$ cat src/rtl/reu_regfile_if.sv
// CPU-side bus and sequencer handshake of the REU register file.
// The slave modport is the register file; the master modport is the system side.
interface reu_regfile_if #(
  parameter int REU_ABITS = 19
);
  logic [15:0]          A;
  logic                 nIO2;
  logic                 RnW;
  logic [7:0]           Din;
  logic [7:0]           Dout;
  logic                 DoutOE;
  logic                 DMA;
  logic                 NextCA;
  logic                 NextREUA;
  logic                 XferEnd;
  logic                 VerifyErr;
  logic                 Execute;
  logic [1:0]           XferType;
  logic                 Length1;
  logic [15:0]          CA;
  logic [REU_ABITS-1:0] REUA;
  logic                 nIRQ;

  modport slave (
    input  A, nIO2, RnW, Din, DMA, NextCA, NextREUA, XferEnd, VerifyErr,
    output Dout, DoutOE, Execute, XferType, Length1, CA, REUA, nIRQ
  );

  modport master (
    output A, nIO2, RnW, Din, DMA, NextCA, NextREUA, XferEnd, VerifyErr,
    input  Dout, DoutOE, Execute, XferType, Length1, CA, REUA, nIRQ
  );
endinterface

$ cat src/rtl/reu_regfile.sv
// REU register file at $DF00-$DF1F: address/length counters with autoload shadows,
// command/mask/addrctl/status registers, and Execute generation for the DMA sequencer.
module reu_regfile #(
  parameter int         REU_ABITS = 19,
  parameter logic [3:0] VERSION   = 4'd0
) (
  input  logic          PHI2,
  input  logic          nRESET,
  reu_regfile_if.slave  bus
);

  localparam logic [REU_ABITS-1:0] RA_ONE    = {{(REU_ABITS-1){1'b0}}, 1'b1};
  localparam logic [7:0]           BANK_MASK = 8'((1 << (REU_ABITS - 16)) - 1);
  localparam logic                 BIG_REU   = (REU_ABITS > 17);

  logic [15:0]          ca, ca_sh;
  logic [REU_ABITS-1:0] reua, reua_sh;
  logic [15:0]          len, len_sh;
  logic [7:0]           cmd;
  logic [2:0]           mask;      // mask[7:5]
  logic [1:0]           addrctl;   // addrctl[7:6]
  logic                 st_eob, st_fault;
  logic                 armed;
  logic                 exec_q;
  logic                 reua_reload;

  logic [4:0]  reg_sel;
  logic        wr_en, rd_status, ff00_hit, irq, autoload, xfer_done;
  logic [23:0] reua24;
  logic [7:0]  bank_rd;

  assign reg_sel   = bus.A[4:0];
  assign wr_en     = !bus.nIO2 && !bus.RnW && !bus.DMA && !exec_q;
  assign rd_status = !bus.nIO2 &&  bus.RnW && !bus.DMA && (reg_sel == 5'h00);
  assign ff00_hit  = armed && (bus.A == 16'hFF00) && !bus.RnW && !bus.DMA && !exec_q;
  assign irq       = mask[2] && ((st_eob && mask[1]) || (st_fault && mask[0]));
  assign xfer_done = bus.XferEnd || bus.VerifyErr;
  assign autoload  = bus.XferEnd && !bus.VerifyErr && cmd[5];

  assign reua24  = 24'(reua);
  assign bank_rd = reua24[23:16] | ~BANK_MASK;

  assign bus.DoutOE   = !bus.nIO2 && bus.RnW && !bus.DMA;
  assign bus.Execute  = exec_q;
  assign bus.XferType = cmd[1:0];
  assign bus.Length1  = (len == 16'd1);
  assign bus.CA       = ca;
  assign bus.REUA     = reua;
  assign bus.nIRQ     = !irq;

  // Unimplemented bits read back as 1, as on the original REU.
  always_comb begin
    bus.Dout = 8'hFF;
    case (reg_sel)
      5'h00: bus.Dout = {irq, st_eob, st_fault, BIG_REU, VERSION};
      5'h01: bus.Dout = cmd | 8'b0100_1100;
      5'h02: bus.Dout = ca[7:0];
      5'h03: bus.Dout = ca[15:8];
      5'h04: bus.Dout = reua[7:0];
      5'h05: bus.Dout = reua[15:8];
      5'h06: bus.Dout = bank_rd;
      5'h07: bus.Dout = len[7:0];
      5'h08: bus.Dout = len[15:8];
      5'h09: bus.Dout = {mask, 5'b1_1111};
      5'h0A: bus.Dout = {addrctl, 6'b11_1111};
      default: bus.Dout = 8'hFF;
    endcase
  end

  // Later statements override earlier ones: CPU write, counter step, end-of-transfer, reload.
  always_ff @(negedge PHI2 or negedge nRESET) begin
    if (!nRESET) begin
      ca          <= 16'h0000;
      ca_sh       <= 16'h0000;
      reua        <= '0;
      reua_sh     <= '0;
      len         <= 16'hFFFF;
      len_sh      <= 16'hFFFF;
      cmd         <= 8'h10;
      mask        <= 3'b000;
      addrctl     <= 2'b00;
      st_eob      <= 1'b0;
      st_fault    <= 1'b0;
      armed       <= 1'b0;
      exec_q      <= 1'b0;
      reua_reload <= 1'b0;
    end else begin
      reua_reload <= 1'b0;

      if (wr_en) begin
        case (reg_sel)
          5'h01: begin
            cmd   <= bus.Din & 8'b1011_0011;
            armed <= bus.Din[7] && !bus.Din[4];
            if (bus.Din[7] && bus.Din[4]) exec_q <= 1'b1;
          end
          5'h02: begin ca[7:0]   <= bus.Din; ca_sh[7:0]   <= bus.Din; end
          5'h03: begin ca[15:8]  <= bus.Din; ca_sh[15:8]  <= bus.Din; end
          5'h04: begin reua[7:0] <= bus.Din; reua_sh[7:0] <= bus.Din; end
          5'h05: begin reua[15:8] <= bus.Din; reua_sh[15:8] <= bus.Din; end
          5'h06: begin
            reua[REU_ABITS-1:16]    <= bus.Din[REU_ABITS-17:0];
            reua_sh[REU_ABITS-1:16] <= bus.Din[REU_ABITS-17:0];
          end
          5'h07: begin len[7:0]  <= bus.Din; len_sh[7:0]  <= bus.Din; end
          5'h08: begin len[15:8] <= bus.Din; len_sh[15:8] <= bus.Din; end
          5'h09: mask    <= bus.Din[7:5];
          5'h0A: addrctl <= bus.Din[7:6];
          default: ;
        endcase
      end

      if (ff00_hit) begin
        exec_q <= 1'b1;
        armed  <= 1'b0;
      end

      // LEN parks at 1 so the sequencer keeps seeing Length1 on the last byte.
      if (bus.NextCA) begin
        if (!addrctl[1]) ca <= ca + 16'd1;
        if (len != 16'd1) len <= len - 16'd1;
      end
      if (bus.NextREUA && !addrctl[0]) reua <= reua + RA_ONE;

      if (rd_status) begin
        st_eob   <= 1'b0;
        st_fault <= 1'b0;
      end
      if (bus.XferEnd)   st_eob   <= 1'b1;
      if (bus.VerifyErr) st_fault <= 1'b1;
      if (xfer_done) begin
        exec_q <= 1'b0;
        cmd[7] <= 1'b0;
      end

      // Stash (type 00) issues its last REU write one edge late, so its reload is deferred.
      if (autoload) begin
        ca  <= ca_sh;
        len <= len_sh;
        if (cmd[1:0] != 2'b00) reua <= reua_sh;
        else                   reua_reload <= 1'b1;
      end
      if (reua_reload) reua <= reua_sh;
    end
  end

endmodule

$ cat src/flat_wrapper.sv
// flat-port wrapper written by rule: the top's interface ports become plain ports
module reu_regfile_flat 
#(
  parameter int         REU_ABITS = 19,
  parameter logic [3:0] VERSION   = 4'd0
)
  (PHI2, nRESET, bus_A, bus_nIO2, bus_RnW, bus_Din, bus_DMA, bus_NextCA, bus_NextREUA, bus_XferEnd, bus_VerifyErr, bus_Dout, bus_DoutOE, bus_Execute, bus_XferType, bus_Length1, bus_CA, bus_REUA, bus_nIRQ);
  reu_regfile_if #(.REU_ABITS(REU_ABITS)) bus_i ();
  input  logic PHI2;
  input  logic nRESET;
  input wire logic [$bits(bus_i.A)-1:0] bus_A;
  input wire logic [$bits(bus_i.nIO2)-1:0] bus_nIO2;
  input wire logic [$bits(bus_i.RnW)-1:0] bus_RnW;
  input wire logic [$bits(bus_i.Din)-1:0] bus_Din;
  input wire logic [$bits(bus_i.DMA)-1:0] bus_DMA;
  input wire logic [$bits(bus_i.NextCA)-1:0] bus_NextCA;
  input wire logic [$bits(bus_i.NextREUA)-1:0] bus_NextREUA;
  input wire logic [$bits(bus_i.XferEnd)-1:0] bus_XferEnd;
  input wire logic [$bits(bus_i.VerifyErr)-1:0] bus_VerifyErr;
  output wire logic [$bits(bus_i.Dout)-1:0] bus_Dout;
  output wire logic [$bits(bus_i.DoutOE)-1:0] bus_DoutOE;
  output wire logic [$bits(bus_i.Execute)-1:0] bus_Execute;
  output wire logic [$bits(bus_i.XferType)-1:0] bus_XferType;
  output wire logic [$bits(bus_i.Length1)-1:0] bus_Length1;
  output wire logic [$bits(bus_i.CA)-1:0] bus_CA;
  output wire logic [$bits(bus_i.REUA)-1:0] bus_REUA;
  output wire logic [$bits(bus_i.nIRQ)-1:0] bus_nIRQ;
  assign bus_i.A = bus_A;
  assign bus_i.nIO2 = bus_nIO2;
  assign bus_i.RnW = bus_RnW;
  assign bus_i.Din = bus_Din;
  assign bus_i.DMA = bus_DMA;
  assign bus_i.NextCA = bus_NextCA;
  assign bus_i.NextREUA = bus_NextREUA;
  assign bus_i.XferEnd = bus_XferEnd;
  assign bus_i.VerifyErr = bus_VerifyErr;
  assign bus_Dout = bus_i.Dout;
  assign bus_DoutOE = bus_i.DoutOE;
  assign bus_Execute = bus_i.Execute;
  assign bus_XferType = bus_i.XferType;
  assign bus_Length1 = bus_i.Length1;
  assign bus_CA = bus_i.CA;
  assign bus_REUA = bus_i.REUA;
  assign bus_nIRQ = bus_i.nIRQ;
  reu_regfile #(.REU_ABITS(REU_ABITS), .VERSION(VERSION)) u_core (.PHI2(PHI2), .nRESET(nRESET), .bus(bus_i));
endmodule
$ cat config.mk
export PLATFORM = sky130hd
export DESIGN_NAME = reu_regfile_flat
export DESIGN_NICKNAME = d
export VERILOG_FILES = /design/src/rtl/reu_regfile_if.sv /design/src/rtl/reu_regfile.sv /design/src/flat_wrapper.sv
export SDC_FILE = /design/constraint.sdc
export NUM_CORES = 1
export LEC_CHECK = 0
export CAP_MARGIN = 20
export CELL_PAD_IN_SITES_DETAIL_PLACEMENT = 0
export CELL_PAD_IN_SITES_GLOBAL_PLACEMENT = 1
export CORE_ASPECT_RATIO = 0.75
export CORE_UTILIZATION = 30
export DETAILED_ROUTE_END_ITERATION = 6
export PLACE_DENSITY_LB_ADDON = 0.3
export SLEW_MARGIN = 20
export SYNTH_ARGS = -nofsm -noshare
export SYNTH_HDL_FRONTEND = slang
export SYNTH_SLANG_ARGS = --single-unit
$ cat constraint.sdc
create_clock -name PHI2 -period 2.51 [get_ports PHI2]
set_clock_uncertainty 0.1 [all_clocks]
set_input_delay 0.251 -clock PHI2 [delete_from_list [all_inputs] [get_ports PHI2]]
set_output_delay 0.251 -clock PHI2 [all_outputs]
set_load 0.03 [all_outputs]
==> metrics.md, run 1 <==
| Metric | Value |
|---|---|
| Sw power | `roughly 3700 µW` |
| Most common cell after layout, fill and taps aside | `buf_4` |
| Synth cell types | `69` |
| Hold WS | `0.317 ns` |
| Clock Sink Count | `about 120` |
| Worst slew margin | `36.6%` |
| Final number of max-transition violations | `0` |
| Via count | `8,228` |
| Met1 usage | `about 39%` |
| Critical path launch point type | `register` |
| Die W | `176 µm` |
| Setup CP Type | `reg -> out` |
| Clk Latency, worst-skew pair | `roughly 0.46 ns` |
| FFs w/ async S/R, synth | `100%` |
| Clock-pin slew on the worst setup and hold paths | `approximately 0.040 ns` |
| Slowest stage delay, CP | `roughly 0.37 ns` |
| All-layer global routing usage | `a little over a quarter` |
| Layout cells sized above 1 | `between 50% and 60%` |
| Row Count | `47` |
| Syn nets | `between 800 and 900` |
| Synthesis Warnings | `0` |
| Post-Syn Area | `between 6000 and 7000 µm²` |
| First-pass detailed-route iteration total | `7` |
| Placed Cells | `around 1,300` |
| HPWL Detailed | `around 21 mm` |
| Met2 GRT Util | `between 30% and 40%` |
| Core area | `22,200 µm²` |
| Combinational Power Share | `a little over two fifths` |
| WP data arrival | `between 3 and 4 ns` |
| Met3 usage | `~6.4%` |
| Setup WS post-layout | `-1.04 ns` |
| Worst EP required | `~2.2 ns` |
| Initial antenna violation count | `0` |
| Layout Utilization | `around three fifths` |
| CTS buffer count | `17` |
| Synth Flop Type | `dfrtn_1` |
| GRT overflow | `0` |
| Max-cap check violation count | `0` |
| Failing checks | `setup timing` |
| Internal cell power | `roughly 6300 µW` |
| Wirelength per Cell | `roughly 21 µm` |
| Crit end category | `output pin` |
| Ant diodes | `0` |
| Cell family with most CP delay | `compound AO/OA/AOI/OAI gates` |
| Worst slew pin tran | `0.948 ns` |
| Final setup fails | `roughly 160` |
| Layout area overhead | `92.1%` |
| Switching share of power | `37.1%` |
| Max Buffers Root-to-Sink | `2` |
| Most frequent cells in the layout | `buf_4, buf_6, dfrtn_1` |
| Post-Layout Cell Count | `~1,500` |
| Largest net degree at the start of global routing | `49` |
| Register area share after synthesis | `between 40 and 50%` |
| Clock network power share | `~29%` |
| Worst-path cell chain | `nor2b_1 -> o221ai_1 -> a41o_1 -> a221oi_4 -> nand3_2 -> buf_6` |
| Ports | `around 80` |
| Static Leak | `about 0.0060 µW` |
| Vias in the first global route | `between 7,000 and 8,000` |
| Design area | `between 10,000 and 15,000 µm²` |
| RSZ-0062 raised after global routing | `yes` |
| Pwr dens | `approximately 760 nW/µm²` |
| DRC | `0` |
| Global placement routability congestion | `0.884` |
| Part of the power in registers | `approximately 28%` |
| Initial Util | `30.8%` |
| Most Crowded Layer GR | `met1` |
| DR vias/cell | `5.50` |
| Die height | `~130 µm` |
| WP buf/inv | `1` |
| Setup TNS | `-49.32 ns` |
| Hold Path Class | `reg -> reg` |
| CTS tree | `done` |
| Syn Area/Cell | `8.83 µm²` |
| Status | `complete, but fails checks` |
| First-pass GRT wire length | `46.7 mm` |
| Nets@finish | `between 1,000 and 1,500` |
| WL final | `about 31 mm` |
| Final ANT Viol Nets | `0` |
| Post-Syn Instances | `775` |
| DIE AREA | `about 23,000 µm²` |
| CP max-delay cell | `dfstp_2` |
| Maximum VDD drop | `~0.00063 V` |
| CTS root buf | `clkbuf_16` |
| Initial DRC Count | `slightly above 700` |
| Yosys reg bits | `roughly 120` |
| Placed cell area | `about 9900 µm²` |
| Port buffer count | `81` |
| Hold_buf cts | `0` |
| H-tree depth | `4` |
| Number of synthesized flops with an enable pin | `0` |
| Final-report hold violation count | `0` |
| Critical Path Fanout Max | `2` |
[worst register-to-register path, delay by kind of cell (launching register included)]
kind	cells	cell delay, ns
flip-flops	1	0.38
AND/OR/NAND/NOR	2	0.99
adder cells (fa/ha/maj)	1	0.18
AO/OA/AOI/OAI	2	0.31
buffers and inverters	2	0.22
XOR/XNOR	1	0.18
[state kept, by name (all words and copies together) (netlist names)]
| signal | flops |
|---|---|
| u_core.ca_sh | 16 |
| u_core.st_eob | 1 |
| u_core.len | 16 |
| u_core.armed | 1 |
| u_core.len_sh | 16 |
| u_core.bus.REUA | 19 |
| u_core.reua_reload | 1 |
| u_core.bus.CA | 16 |
| u_core.reua_sh | 19 |
| u_core.bus.Execute | 1 |
| u_core.mask | 3 |
| u_core.cmd | 5 |
| u_core.st_fault | 1 |
| u_core.addrctl | 2 |
[area by class of cell]
cell class | count | area, µm²
flip-flops and latches | 117 | 2970
clock inverters | 47 | 300
repair buffers | 414 | 4200
multi-input cells | 594 | 4810
fillers | 1865 | 9080
inverters | 12 | 45.0
clock buffers | 18 | 450
well taps | 294 | 368
[path summary, 6_finish.rpt]
check / startpoint / endpoint / slack, ns / depth (start not counted)
worst max-delay path: u_core.len[5] / bus_Dout[5] / -1.04 / 6
worst min-delay path: u_core.reua_sh[3] / u_core.bus.REUA[3] / 0.32 / 2
worst max register to register: u_core.len[0] / u_core.len[14] / 0.07 / 8
worst min register to register: u_core.reua_sh[3] / u_core.bus.REUA[3] / 0.32 / 2
max in group asynchronous: nRESET / u_core.len[3] / 0.94 / 2
min in group asynchronous: nRESET / u_core.bus.REUA[10] / 1.02 / 2
[cells in the mapped netlist, drive strengths merged, types with 7 or more instances]
cell type  count  area share (%)
a21o          10             1.1
dfstp         33              13
mux2          33             5.4
or3            7            0.64
and3          15             1.4
o22ai         11             1.0
clkbuf        40             2.2
a22oi         11             1.2
dfrtn         84              31
a22o           7            0.90
o31ai          8            0.88
nor2          50             2.7
a21oi         25             1.8
and2           7            0.64
o21ai         41             3.0
buf           11             1.0
nand3         35             2.6
xor2          13             1.7
nand2        141             7.7
a31oi         18             1.6
inv           13            0.71
nor4           9            0.91
nor3          28             2.3
a211oi         8            0.88
nand4         17             1.6
xnor2          8             1.0
[power by group through the flow]
stage / Combinational [µW] / Clock (µW) / Sequential [µW]
2_1_floorplan: 1050 / 82.7 / 3200
3_3_place_gp: 3130 / 82.7 / 2750
3_5_place_dp: 3150 / 82.7 / 2760
4_1_cts: 3840 / 2900 / 2800
5_1_grt: 4570 / 3040 / 2850
6_report: 4340 / 2870 / 2820
[layer usage]
| layer | vias to the layer above | part of all wire (%) |
|---|---|---|
| li1 | 3695 | - |
| met1 | 4103 | 46 |
| met2 | 374 | 44 |
| met3 | 56 | 8.2 |
| met4 | 0 | 2.4 |
| met5 | - | 0 |
[metrics by stage]
step	worst slack, ns	power [µW]
final	-1.04	10000
after global placement	-1.11	5970
after CTS	-0.999	9540
after global routing	-1.11	10500
after detailed placement	-1.16	5990
after floorplan	-0.657	4340
[logic make-up after synthesis]
group | after synthesis | synth area share [%]
compound gates | 186 | 18.7
xor+xnor | 21 | 2.69
fa+ha+maj | 4 | 0.732
buf+inv | 64 | 3.93
flops | 117 | 43.4
mux | 38 | 6.16
simple gates | 345 | 24.4
[repair_timing]
item                       4_1_cts  5_1_grt
gates cloned                     6        0
gates resized for setup        305      123
pin swaps                      129       57
setup endpoints to repair      164      164
setup buffers                   77       53
(Power assumes the default switching activity.)
==> inputs of run 2 (changes only) <==
- CAP_MARGIN: 20 -> 0
- TNS_END_PERCENT: unset -> 100
==> results of run 2 <==
No change in the layout: final DEF, timing and power equal those of run 1.
